File: config.mk
export PLATFORM = sky130hd
export DESIGN_NAME = axi_lite_xbar_n
export DESIGN_NICKNAME = d
export VERILOG_FILES = /design/src/rtl/axi_lite_pkg.sv /design/src/rtl/axi_lite_addr_dec.sv /design/src/rtl/axi_lite_xbar_n.sv
export SDC_FILE = /design/constraint.sdc
export NUM_CORES = 1
export LEC_CHECK = 0
export ABC_CLOCK_PERIOD_IN_PS = 1800
export BUFFER_PORTS_ARGS = -buffer_cell sky130_fd_sc_hd__buf_2
export CORE_AREA = 2 2 228 230
export CTS_CLUSTER_SIZE = 25
export DETAILED_ROUTE_END_ITERATION = 8
export DIE_AREA = 0 0 230 232
export MAX_ROUTING_LAYER = met4
export PLACE_DENSITY = 0.3
export RECOVER_POWER = 50
export SLEW_MARGIN = 20
export SYNTH_ARGS = -nofsm -noshare
export SYNTH_HDL_FRONTEND = slang
export SYNTH_SLANG_ARGS = --single-unit
File: constraint.sdc
create_clock -name clk -period 1.8 [get_ports clk]
set_input_delay 0.09 -clock clk [delete_from_list [all_inputs] [get_ports clk]]
set_output_delay 0.09 -clock clk [all_outputs]
set_load 0.02 [all_outputs]
File: src/rtl/axi_lite_pkg.sv
// Shared definitions for the AXI4-Lite crossbar slice.
// Contents:
//   RESP_*   - AXI response encodings used by the crossbar.
//   rstate_t - read-path FSM states  (R_IDLE, R_DATA).
//   wstate_t - write-path FSM states (W_IDLE, W_DATA, W_RESP).
package axi_lite_pkg;

  localparam logic [1:0] RESP_OKAY   = 2'b00;
  localparam logic [1:0] RESP_SLVERR = 2'b10;
  localparam logic [1:0] RESP_DECERR = 2'b11;

  typedef enum logic [1:0] {
    R_IDLE = 2'd0,
    R_DATA = 2'd1
  } rstate_t;

  typedef enum logic [1:0] {
    W_IDLE = 2'd0,
    W_DATA = 2'd1,
    W_RESP = 2'd2
  } wstate_t;

endpackage

File: src/rtl/axi_lite_addr_dec.sv
// Address decoder: compares an address against a per-slave BASE/MASK table.
// Ports:
//   addr - address to decode
//   idx  - index of the matching slave (lowest index wins on overlap)
//   miss - 1 when no slave matches; idx is 0 in that case
module axi_lite_addr_dec #(
  parameter int                    NSLV     = 3,
  parameter int                    AW       = 32,
  parameter logic [NSLV*AW-1:0]    SLV_BASE = {32'h10001000, 32'h10000000, 32'h80000000},
  parameter logic [NSLV*AW-1:0]    SLV_MASK = {32'hFFFFF000, 32'hFFFFFFF0, 32'hFF000000},
  localparam int                   IW       = (NSLV > 1) ? $clog2(NSLV) : 1
) (
  input  logic [AW-1:0] addr,
  output logic [IW-1:0] idx,
  output logic          miss
);

  // Scan from the highest index down so that the lowest matching index is
  // the last assignment and therefore wins.
  always_comb begin
    idx  = '0;
    miss = 1'b1;
    for (int i = NSLV - 1; i >= 0; i--) begin
      if ((addr & SLV_MASK[i*AW +: AW]) == SLV_BASE[i*AW +: AW]) begin
        idx  = IW'(i);
        miss = 1'b0;
      end
    end
  end

endmodule

File: src/rtl/axi_lite_xbar_n.sv
// 1-master to NSLV-slave AXI4-Lite crossbar.
// Read and write paths are independent FSMs, each with at most one
// transaction outstanding. Addresses hitting no slave are answered
// internally with DECERR.
// Ports:
//   clk, rst_n          - clock, synchronous active-low reset
//   in_ar*/in_r*        - upstream read address / read data channels
//   in_aw*/in_w*/in_b*  - upstream write address / data / response channels
//   m_ar*/m_r*          - per-slave read channels (bit/slot i = slave i)
//   m_aw*/m_w*/m_b*     - per-slave write channels (bit/slot i = slave i)
//   dbg_rstate          - current read FSM state
//   dbg_wstate          - current write FSM state
//
// Handshake semantics (all channels, both sides): a transfer happens on a
// rising clk edge where valid and ready are both 1. A valid, once raised,
// stays high with stable payload until that transfer; ready may depend
// combinationally on valid. Payload outputs toward upstream read 0 while
// their valid is 0.
module axi_lite_xbar_n
  import axi_lite_pkg::*;
#(
  parameter int                 NSLV     = 3,
  parameter int                 AW       = 32,
  parameter int                 DW       = 32,
  parameter logic [NSLV*AW-1:0] SLV_BASE = {32'h10001000, 32'h10000000, 32'h80000000},
  parameter logic [NSLV*AW-1:0] SLV_MASK = {32'hFFFFF000, 32'hFFFFFFF0, 32'hFF000000}
) (
  input  logic                   clk,
  input  logic                   rst_n,
  // upstream read
  input  logic                   in_arvalid,
  output logic                   in_arready,
  input  logic [AW-1:0]          in_araddr,
  output logic                   in_rvalid,
  input  logic                   in_rready,
  output logic [DW-1:0]          in_rdata,
  output logic [1:0]             in_rresp,
  // upstream write
  input  logic                   in_awvalid,
  output logic                   in_awready,
  input  logic [AW-1:0]          in_awaddr,
  input  logic                   in_wvalid,
  output logic                   in_wready,
  input  logic [DW-1:0]          in_wdata,
  input  logic [DW/8-1:0]        in_wstrb,
  output logic                   in_bvalid,
  input  logic                   in_bready,
  output logic [1:0]             in_bresp,
  // downstream read
  output logic [NSLV-1:0]        m_arvalid,
  input  logic [NSLV-1:0]        m_arready,
  output logic [NSLV*AW-1:0]     m_araddr,
  input  logic [NSLV-1:0]        m_rvalid,
  output logic [NSLV-1:0]        m_rready,
  input  logic [NSLV*DW-1:0]     m_rdata,
  input  logic [NSLV*2-1:0]      m_rresp,
  // downstream write
  output logic [NSLV-1:0]        m_awvalid,
  input  logic [NSLV-1:0]        m_awready,
  output logic [NSLV*AW-1:0]     m_awaddr,
  output logic [NSLV-1:0]        m_wvalid,
  input  logic [NSLV-1:0]        m_wready,
  output logic [NSLV*DW-1:0]     m_wdata,
  output logic [NSLV*DW/8-1:0]   m_wstrb,
  input  logic [NSLV-1:0]        m_bvalid,
  output logic [NSLV-1:0]        m_bready,
  input  logic [NSLV*2-1:0]      m_bresp,
  // debug
  output rstate_t                dbg_rstate,
  output wstate_t                dbg_wstate
);

  localparam int IW = (NSLV > 1) ? $clog2(NSLV) : 1;

  // ---------------------------------------------------------------- decode
  logic [IW-1:0] ar_idx, aw_idx;
  logic          ar_miss, aw_miss;

  axi_lite_addr_dec #(
    .NSLV(NSLV), .AW(AW), .SLV_BASE(SLV_BASE), .SLV_MASK(SLV_MASK)
  ) u_ar_dec (
    .addr(in_araddr), .idx(ar_idx), .miss(ar_miss)
  );

  axi_lite_addr_dec #(
    .NSLV(NSLV), .AW(AW), .SLV_BASE(SLV_BASE), .SLV_MASK(SLV_MASK)
  ) u_aw_dec (
    .addr(in_awaddr), .idx(aw_idx), .miss(aw_miss)
  );

  // Payloads are broadcast; only the selected slave sees a valid.
  assign m_araddr = {NSLV{in_araddr}};
  assign m_awaddr = {NSLV{in_awaddr}};
  assign m_wdata  = {NSLV{in_wdata}};
  assign m_wstrb  = {NSLV{in_wstrb}};

  // ------------------------------------------------------------- read path
  rstate_t       rstate, rstate_nxt;
  logic [IW-1:0] rt;
  logic          rmiss;
  logic          ar_fire;

  always_comb begin
    m_arvalid  = '0;
    m_rready   = '0;
    in_arready = 1'b0;
    in_rvalid  = 1'b0;
    in_rdata   = '0;
    in_rresp   = '0;
    ar_fire    = 1'b0;
    rstate_nxt = rstate;
    case (rstate)
      R_IDLE: begin
        if (ar_miss) begin
          in_arready = 1'b1;
        end else begin
          m_arvalid[ar_idx] = in_arvalid;
          in_arready        = m_arready[ar_idx];
        end
        ar_fire = in_arvalid && in_arready;
        if (ar_fire) rstate_nxt = R_DATA;
      end
      R_DATA: begin
        if (rmiss) begin
          in_rvalid = 1'b1;
          in_rresp  = RESP_DECERR;
        end else begin
          in_rvalid    = m_rvalid[rt];
          m_rready[rt] = in_rready;
          if (in_rvalid) begin
            in_rdata = m_rdata[rt*DW +: DW];
            in_rresp = m_rresp[rt*2 +: 2];
          end
        end
        if (in_rvalid && in_rready) rstate_nxt = R_IDLE;
      end
      default: rstate_nxt = R_IDLE;
    endcase
  end

  always_ff @(posedge clk) begin
    if (!rst_n) begin
      rstate <= R_IDLE;
      rt     <= '0;
      rmiss  <= 1'b0;
    end else begin
      rstate <= rstate_nxt;
      if (ar_fire) begin
        rt    <= ar_idx;
        rmiss <= ar_miss;
      end
    end
  end

  // ------------------------------------------------------------ write path
  wstate_t       wstate, wstate_nxt;
  logic [IW-1:0] wt;
  logic          wmiss;
  logic          aw_fire;

  always_comb begin
    m_awvalid  = '0;
    m_wvalid   = '0;
    m_bready   = '0;
    in_awready = 1'b0;
    in_wready  = 1'b0;
    in_bvalid  = 1'b0;
    in_bresp   = '0;
    aw_fire    = 1'b0;
    wstate_nxt = wstate;
    case (wstate)
      W_IDLE: begin
        if (aw_miss) begin
          in_awready = 1'b1;
        end else begin
          m_awvalid[aw_idx] = in_awvalid;
          in_awready        = m_awready[aw_idx];
        end
        aw_fire = in_awvalid && in_awready;
        if (aw_fire) wstate_nxt = W_DATA;
      end
      W_DATA: begin
        // On a miss the write data is swallowed without reaching any slave.
        if (wmiss) begin
          in_wready = 1'b1;
        end else begin
          m_wvalid[wt] = in_wvalid;
          in_wready    = m_wready[wt];
        end
        if (in_wvalid && in_wready) wstate_nxt = W_RESP;
      end
      W_RESP: begin
        if (wmiss) begin
          in_bvalid = 1'b1;
          in_bresp  = RESP_DECERR;
        end else begin
          in_bvalid    = m_bvalid[wt];
          m_bready[wt] = in_bready;
          if (in_bvalid) in_bresp = m_bresp[wt*2 +: 2];
        end
        if (in_bvalid && in_bready) wstate_nxt = W_IDLE;
      end
      default: wstate_nxt = W_IDLE;
    endcase
  end

  always_ff @(posedge clk) begin
    if (!rst_n) begin
      wstate <= W_IDLE;
      wt     <= '0;
      wmiss  <= 1'b0;
    end else begin
      wstate <= wstate_nxt;
      if (aw_fire) begin
        wt    <= aw_idx;
        wmiss <= aw_miss;
      end
    end
  end

  assign dbg_rstate = rstate;
  assign dbg_wstate = wstate;

endmodule

==> results of run 1 <==
==> logic make-up (layout without fill, tap and decap cells) <==
kind of cell	after synthesis	in the layout	share of synthesized area [%]
AOI/OAI and AO/OA	69	69	9.85
buffers and inverters	326	474	56.9
DFF	9	9	4.34
muxes	40	40	9.73
other	1	3	0.0903
and+or+nand+nor	158	158	19.1
==> synthesized netlist by cell type (2+ instances only) <==
cell         n  area (sq um)
buf_4      301          2260
nor2_1      82           308
a21oi_1     41           205
mux2i_1     37           370
nand2_1     16          60.1
nor4_1      14          87.6
clkbuf_1    13          48.8
o21ai_0     10          50.1
dfxtp_1      9           180
nor2b_1      7          43.8
and2_1       6          37.5
nor3_1       6          30.0
buf_1        4          15.0
inv_1        4          15.0
buf_2        3          15.0
mux2_2       3          33.8
nand2b_1     3          18.8
nand3_1      3          15.0
nand4_1      3          18.8
nor4b_1      3          26.3
or3_1        3          18.8
a211oi_1     2          15.0
a221oi_1     2          17.5
and3_1       2          12.5
nand3b_1     2          15.0
nor3b_1      2          15.0
o2bb2ai_1    2          17.5
or4_4        2          22.5
==> worst min-delay path: stages <==
cell      delay [ns]
buf_2           0.13
nand4_1         0.08
a21boi_1        0.06
==> through the flow <==
stage / utilization (%) / instance area [sq um] / TNS [ns]
2_1_floorplan: - / 4160 / 0
4_1_cts: 10.3 / 5240 / -0.228
5_1_grt: 10.6 / 5420 / -1.04
3_3_place_gp: 10.0 / 5110 / -0.569
6_report: 10.7 / 5420 / 0
3_5_place_dp: 10.0 / 5110 / -0.547
==> timing repair <==
action                     CTS  global route
pin swaps                    0             4
setup buffers                1             6
setup endpoints to repair   40            44
resized for setup           12            44
hold buffers                 0             0
gates cloned                 0             0
==> registers in the layout, indices dropped and copies added, names as in the netlist <==
register	count
wt	2
wmiss	1
rmiss	1
dbg_wstate	2
rt	2
dbg_rstate	1
==> layout by cell type, fill, tap and decap left out, types with 6 or more instances in the layout <==
cell        n
a21oi_1    41
and2_1      6
buf_2     364
buf_4      60
clkbuf_1   34
mux2i_1    33
nand2_1    16
nor2_1     80
nor3_1      6
nor4_1      9
o21ai_0     9
==> worst max path at each step <==
| stage | start | endpoint | depth (start not counted) |
|---|---|---|---|
| finish | in_awaddr[26] | m_awvalid[1] | 6 |
| global route | rt[0] | in_rdata[0] | 6 |
| CTS | rt[1] | in_rdata[0] | 6 |
| detailed placement | in_araddr[5] | rmiss | 8 |
| global placement | in_araddr[5] | rmiss | 8 |
| floorplan | rt[0] | m_rready[1] | 4 |
==> power by group through the flow <==
stage	Combinational, mW	Clock [mW]	Sequential [mW]
after floorplan	1.20	0	0.227
after global placement	1.13	0	0.231
after CTS	1.14	0.439	0.225
final	1.14	0.413	0.221
after detailed placement	1.13	0	0.231
after global routing	1.23	0.450	0.224
==> final cells by class <==
class	count	area [sq um]	share of cell area (%)
flip-flops and latches	9	193	3.55
well taps	680	851	15.7
repair buffers	466	2530	46.6
diodes	2	5.00	0.0923
inverters	4	15.0	0.277
clock buffers	4	78.8	1.45
multi-input cells	268	1750	32.3
==> routing by layer <==
metal,up-vias,global-route usage [%],wire [um]
li1,1994,-,-
met1,1866,7.02,6930
met2,297,11.6,9450
met3,36,2.55,2150
met4,0,1.53,337
met5,-,-,0
==> results.md, run 1 <==
- Site Rows: 83
- Final ANT Viol Nets: 0
- Area grow syn2layout: 30.5%
- TritonCTS Buffers: 3
- Largest net degree at the start of global routing: 38
- EDFF count, synth: 0
- PwrDens: 327 nW/um^2
- # clock sinks: 9
- Final cell count without fillers: 1433
- Pint: 0.947 mW
- Clk_lat worst skew: 0.24 ns
- Max FO, Critical Path: 8
- VDD IR max: 187 uV
- Leak pwr: 2.57 nW
- Setup Viol. Count Final: 0
- YS warnings: 0
- Post-synth cell types: 46
- Worst hold path class: input port to flip-flop
- CP Cell Sequence: buf_2 > or4_4 > or3_4 > buf_6 > nor4_4 > buf_4
- Post-Place Worst Slack: -0.110 ns
- Max-Cap Viols: 0
- Die Y: 232 um
- Port Buffers: 412
- RSZ-0062 raised after global routing: yes
- Maximum clock insertion buffer count: 2
- CP max-delay cell: or4_4
- Filler instances: 6011
- Async SR Flop Fraction: 0%
- FF+latch count, synth: 9
- Final min period: 1.77 ns
- Layout cell share with drive strength beyond 1: 62.5%
- Seq pwr share: 12.5%
- CTS tree: yes
- GRT overflow: 0
- Startpoint Class: input port
- Setup ws final: 0.0291 ns
- Sequential-to-total area share from yosys stat: 4.34%
- Io pins: 590
- Final worst path period share: 98.4%
- DP Wirelength: 16800 um
- Mapped Cells: 603
- Arr. time, crit path: 1.68 ns
- Iter 0 DRT Violations: 96
- Die width: 230 um
- Initial antenna violation count: 1
- Max Freq: 0.565 GHz
- R2r startpoint: wt[1]
- Vias in the first global route: 3921
- GRT Total Usage: 6.62%
- Global-route wire length before repair: 25500 um
- Hold EP: wt[1]
- Average cell area after synthesis: 6.89 sq um
- Die area: 53400 sq um
- Combinational share of power: 64.3%
- Clk pwr share: 23.3%
- DRC Markers: 0
- CP max stage delay: 0.57 ns
- Hold path startpoint: m_awready[2]
- Initial core utilization: 8.16%
- Clock slew at reported path FFs: 0.04 ns
- Core footprint: 50900 sq um
- Reg2reg path depth: 7
- Worst Setup Path Type: input port to output port
- Sw power: 0.827 mW
- Dpl cells: 1420
- H-tree levels: 1
- Crit path max-delay family: simple AND/OR/NAND/NOR gates
- Clk_skew: 0.00111 ns
- Crit end category: output port
- Design Power: 1.77 mW
- Reg2reg end: dbg_wstate[0]
- WHS: 0.157 ns
- Worst reg2reg setup slack: 0.21 ns
- Status: complete, no violations
- Worst path bufs/invs: 3
- Hold Path Depth: 3
- Post-Syn Nets: 833
- Fin nets: 982
- Final Max Slew Viols: 0
- Drt wl/cell: 13.2 um
- Primary FF master, synth: dfxtp_1
- Root Buffer: clkbuf_16
- Vias: 4193
- Final WL: 18900 um
- Sw Share: 46.6%
- Hold Vio Cnt, Final: 0
- GP Congestion: 0.721
- Vias per cell: 2.93
- TritonRoute pass-1 iters: 4
- Netlist Area Pre-Place: 4150 sq um
- Worst Path Required: 1.71 ns
(Power assumes the default switching activity.)
==> run 2, diff against run 1 <==
--- a/config.mk
+++ b/config.mk
@@ -8,6 +8,7 @@
 export ABC_CLOCK_PERIOD_IN_PS = 1800
 export BUFFER_PORTS_ARGS = -buffer_cell sky130_fd_sc_hd__buf_2
 export CORE_AREA = 2 2 228 230
+export CTS_BUF_LIST = sky130_fd_sc_hd__clkbuf_8
 export CTS_CLUSTER_SIZE = 25
 export DETAILED_ROUTE_END_ITERATION = 8
 export DIE_AREA = 0 0 230 232
==> run 2 against run 1 <==
  * Sequential share of layout area barely moved
  * First-iteration DRC count rose by 4.2%
  * Critical path depth did not move
  * Utilization fell by 0.059 points
  * Final area fell by 0.55%
  * Sequential cell count did not move
  * Via count fell by 0.50%
  * Sequential power barely moved
  * Setup slack improved by 0.0017 ns
  * Combinational power barely moved
  * Hold slack barely moved
  * Clock skew barely moved
  * Critical path type unchanged
  * Largest cell class unchanged
==> results.md, run 2 (same netlist as run 1, synthesis figures left out) <==
- Clock slew at reported path FFs: 0.05 ns (about the same)
- WHS: 0.157 ns (-0.000411 ns)
- Die Y: 232 um (unchanged)
- Initial core utilization: 8.16% (unchanged)
- Arr. time, crit path: 1.68 ns (about the same)
- CP max stage delay: 0.57 ns (about the same)
- PwrDens: 299 nW/um^2 (-8.6%)
- Area grow syn2layout: 29.8%
- Final min period: 1.77 ns (-0.00169 ns)
- Most frequent cells in the layout: buf_2, nor2_1, buf_4
- CP Cell Sequence: buf_2 > or4_4 > or3_4 > buf_6 > nor4_4 > buf_4
- Die width: 230 um (unchanged)
- Die area: 53400 sq um (unchanged)
- Leak pwr: 2.57 nW (about the same)
- # clock sinks: 9 (unchanged)
- CTS tree: yes
- Vias in the first global route: 3934 (+0.33%)
- Worst path bufs/invs: 3 (unchanged)
- Maximum clock insertion buffer count: 2 (unchanged)
- Final ANT Viol Nets: 0 (unchanged)
- Hold Vio Cnt, Final: 0 (unchanged)
- Drt wl/cell: 13.1 um (-0.41%)
- Clk_skew: 0.00113 ns (+0.0000233 ns)
- RSZ-0062 raised after global routing: yes
- Final WL: 18800 um (-0.34%)
- Fin nets: 983 (+0.10%)
- Io pins: 590 (unchanged)
- Worst Path Required: 1.71 ns (about the same)
- H-tree levels: 1 (unchanged)
- Final Util: 10.6% (-0.059 points)
- Final Max Slew Viols: 0 (unchanged)
- Max Freq: 0.565 GHz (about the same)
- Initial antenna violation count: 1 (unchanged)
- Core footprint: 50900 sq um (unchanged)
- GRT Total Usage: 6.62% (about the same)
- Final worst path period share: 98.3% (about the same)
- Crit end category: output port
- GRT overflow: 0 (unchanged)
- Crit path max-delay family: simple AND/OR/NAND/NOR gates
- GP Congestion: 0.721 (unchanged)
- VDD IR max: 121 uV (-35%)
- DP Wirelength: 16800 um (unchanged)
- Post-Place Worst Slack: -0.110 ns (unchanged)
- Layout cell share with drive strength beyond 1: 62.8% (+0.32 points)
- Setup Viol. Count Final: 0 (unchanged)
- Max FO, Critical Path: 8 (unchanged)
- Iter 0 DRT Violations: 100 (+4.2%)
- Vias per cell: 2.91 (-0.57%)
- Global-route wire length before repair: 25600 um (+0.22%)
- Hold-fix buffers, CTS: 0 (unchanged)
- CP max-delay cell: or4_4
- TritonRoute pass-1 iters: 4 (unchanged)
- Largest net degree at the start of global routing: 38 (unchanged)
- Site Rows: 83 (unchanged)
- Status: complete, no violations
- Most common cell after layout, fill and taps aside: buf_2
- Vias: 4172 (-0.50%)
- Worst Setup Path Type: input port to output port
- Worst hold path class: input port to flip-flop
- Port Buffers: 412 (unchanged)
- Setup ws final: 0.0308 ns (+0.00169 ns)
- Root Buffer: clkbuf_8
- Startpoint Class: input port
- Clk_lat worst skew: 0.24 ns (about the same)
- TritonCTS Buffers: 3 (unchanged)
- DRC Markers: 0 (unchanged)
- Max-Cap Viols: 0 (unchanged)
-- run 2: changes by cell type in the layout (fill, tap and decap cells not counted), moves of 2 or more --
cell	delta
clkbuf_16	-3
clkbuf_8	+3
buf_2	+8
clkbuf_1	-2
buf_4	-5
-- run 2: path summary, 6_finish.rpt --
check                                     end  depth (start not counted)          start  slack, ns
worst max-delay path             m_awvalid[1]                          6  in_awaddr[26]       0.03
worst max register to register  dbg_wstate[0]                          7          wt[1]       0.16
worst min-delay path                    wt[1]                          3   m_awready[2]       0.16
worst min register to register          rt[0]                          2          rt[0]       0.55
-- run 2: repair_timing --
| action | CTS | global route |
|---|---|---|
| setup buffers | 2 | 6 |
| endpoints found under the hold margin | 0 | 0 |
| pin swaps | 1 | 4 |
| setup endpoints to repair | 41 | 45 |
| gates resized for setup | 16 | 33 |
-- run 2: final cells by class --
class	instances	area, sq um
Multi-Input combinational cell	268	1770
Timing Repair Buffer	467	2510
Clock buffer	3	41.3
Tap cell	680	851
Antenna cell	2	5.00
Inverter	4	15.0
Clock inverter	1	3.75
Sequential cell	9	193
Fill cell	6018	45500
-- run 2: metal layers --
metal	global-route usage, %	part of all wire (%)	up-vias
met5	-	0	-
met1	7.02	37	1839
li1	-	-	1994
met4	1.75	1.8	0
met3	2.55	11	36
met2	11.5	50	303
-- run 2: report_power, final --
group          leakage (nW)  total, mW  switching (mW)  internal (mW)
sequential           0.0766      0.221          0.0160          0.205
clock                0.0269      0.250          0.0994          0.150
combinational          2.46       1.14           0.698          0.443
total                  2.57       1.61           0.813          0.798
-- run 2: stage by stage --
step | std cells | TNS, ns | power (mW) | cell area, sq um
floorplan | 603 | 0 | 1.43 | 4160
global placement | 1420 | -0.569 | 1.36 | 5110
detailed placement | 1420 | -0.547 | 1.36 | 5110
CTS | 1426 | 0 | 1.65 | 5240
global route | 1433 | -0.937 | 1.75 | 5390
finish | 1434 | 0 | 1.61 | 5390
-- run 2: worst min-delay path: stages --
cell and delay [ns]:
buf_2 0.14, nand4_1 0.08, a21boi_1 0.06
==> run 3, diff against run 2 <==
--- a/config.mk
+++ b/config.mk
@@ -15,6 +15,7 @@
 export MAX_ROUTING_LAYER = met4
 export PLACE_DENSITY = 0.3
 export RECOVER_POWER = 50
+export REMOVE_ABC_BUFFERS = 1
 export SLEW_MARGIN = 20
 export SYNTH_ARGS = -nofsm -noshare
 export SYNTH_HDL_FRONTEND = slang
==> run 3 against run 2 <==
  * The flow now finishes with violations (negative setup slack)
  * Count of clock-buffer cells in the layout stayed put
  * Setup slack worse by 0.062 ns
  * Total power is 1.3% higher
  * Sequential share of layout area is 0.18 points lower
  * Combinational power hardly changed
  * Critical path depth is 1 higher
  * Global-route usage is 2.3 points higher
  * Clock skew is 0.00062 ns lower
  * Via count is 5.3% higher
  * Hold slack worse by 0.0098 ns
  * Critical endpoint is now in_rdata[13]
  * Highest routed layer unchanged
==> results.md, run 3 (same netlist as run 1, synthesis figures left out) <==
- Io pins: 590 (unchanged)
- Worst Path Required: 1.71 ns (about the same)
- Fin area: 5600 sq um (+4.0%)
- Maximum clock insertion buffer count: 2 (unchanged)
- Fin nets: 977 (-0.61%)
- Most frequent cells in the layout: buf_2, nor2_1, buf_4
- Clk_lat worst skew: 0.24 ns (about the same)
- GP Congestion: 0.799 (+11%)
- Setup TNS: -0.345 ns (-0.345 ns)
- Setup ws final: -0.0315 ns (-0.0623 ns)
- TritonRoute pass-1 iters: 4 (unchanged)
- Hold path startpoint: in_rready
- GRT Total Usage: 8.90% (+2.3 points)
- Die area: 53400 sq um (unchanged)
- Final min period: 1.83 ns (+0.0623 ns)
- Worst hold path class: input port to flip-flop
- Final ANT Viol Nets: 0 (unchanged)
- Area grow syn2layout: 34.9%
- Design Power: 1.63 mW (+1.3%)
- Clk_skew: 0.000512 ns (-0.000622 ns)
- DP Wirelength: 22000 um (+31%)
- Arr. time, crit path: 1.74 ns (+0.06 ns)
- TritonCTS Buffers: 3 (unchanged)
- Most common cell after layout, fill and taps aside: buf_2
- Clock slew at reported path FFs: 0.05 ns (about the same)
- Leak pwr: 2.55 nW (-0.78%)
- H-tree levels: 1 (unchanged)
- Die Y: 232 um (unchanged)
- Max FO, Critical Path: 16 (+8)
- Vias per cell: 3.08 (+5.7%)
- Failing checks: negative setup slack
- Final Max Slew Viols: 0 (unchanged)
- WHS: 0.147 ns (-0.00980 ns)
- GRT overflow: 0 (unchanged)
- Setup Viol. Count Final: 18 (+18)
- Crit end category: output port
- Vias in the first global route: 3933 (-0.025%)
- Core footprint: 50900 sq um (unchanged)
- Root Buffer: clkbuf_8
- Die width: 230 um (unchanged)
- Max-Cap Viols: 0 (unchanged)
- # clock sinks: 9 (unchanged)
- Max Freq: 0.546 GHz (-3.4%)
- VDD IR max: 119 uV (-1.3%)
- Drt wl/cell: 17.9 um (+37%)
- CTS tree: yes
- Site Rows: 83 (unchanged)
- R2r startpoint: wt[1]
- Status: complete, but fails checks
- Initial core utilization: 8.16% (unchanged)
- Placed cell areas: 5020 sq um (-1.7%)
- Vias: 4392 (+5.3%)
- RSZ-0062 raised after global routing: yes
- Port Buffers: 412 (unchanged)
- DRC Markers: 0 (unchanged)
- Final worst path period share: 102% (+3.5 points)
- Startpoint Class: flip-flop
- Worst Setup Path Type: flip-flop to output port
- Iter 0 DRT Violations: 153 (+53%)
- Post-Place Worst Slack: -0.199 ns (-0.0888 ns)
- Hold Vio Cnt, Final: 0 (unchanged)
- PwrDens: 291 nW/um^2 (-2.6%)
- Final WL: 25600 um (+36%)
- Worst Setup SP: rt[0]
- Hold-fix buffers, CTS: 0 (unchanged)
- Largest net degree at the start of global routing: 35 (-7.9%)
- Global-route wire length before repair: 32300 um (+26%)
- Filler instances: 6022 (+0.066%)
- Initial antenna violation count: 2 (+1)
- Layout cell share with drive strength beyond 1: 65.5% (+2.8 points)
[run 3: cell types whose count changed in the layout (fill, tap and decap cells not counted), sizes merged]
cell and delta:
clkbuf +1, buf -7
[run 3: layout make-up]
type / instances / area [sq um] / share of cell area (%)
antenna: 2 / 5.00 / 0.0893
clock inverter: 1 / 3.75 / 0.0670
inverter: 4 / 15.0 / 0.268
timing repair buffer: 461 / 2650 / 47.3
tap: 680 / 851 / 15.2
sequential: 9 / 190 / 3.39
clock buffer: 3 / 41.3 / 0.737
multi-input combinational: 268 / 1850 / 33.0
[run 3: worst max-delay path, cell delays in order, from the launching register on]
cell       delay, ns
dfxtp_4         0.39
mux2i_4         0.31
o2bb2ai_2       0.11
nand3b_1        0.11
buf_6           0.14
buf_12          0.18
nor2_1          0.07
buf_4           0.16
[run 3: final timing paths]
path                            depth (start not counted)            end  slack [ns]
worst max register to register                          7  dbg_wstate[0]        0.19
worst min register to register                          2          wmiss        0.61
worst max-delay path                                    7   in_rdata[13]       -0.03
worst min-delay path                                    3  dbg_rstate[0]        0.15
[run 3: repair_timing]
action / in CTS / in global routing
pin swaps: 7 / 6
buffers inserted: 7 / 3
cloned: 1 / 1
gates resized for setup: 87 / 45
setup endpoints to repair: 44 / 45
[run 3: stage by stage]
step | cells | util, %
2_1_floorplan | 281 | -
3_3_place_gp | 1410 | 9.86
3_5_place_dp | 1410 | 9.86
4_1_cts | 1422 | 10.7
5_1_grt | 1428 | 11.0
6_report | 1428 | 11.0
[run 3: metal layers]
layer	GRT usage [%]	share of wire, %	vias up
met3	7.63	20	12
met4	1.35	0.99	0
met2	12.8	41	443
met5	-	0	-
met1	9.37	38	1961
li1	-	-	1976
[run 3: report_power, final]
part           leakage, nW  internal (mW)  switching, mW
logic                 2.44          0.467          0.699
clock network       0.0269          0.150         0.0924
registers           0.0763          0.207         0.0176
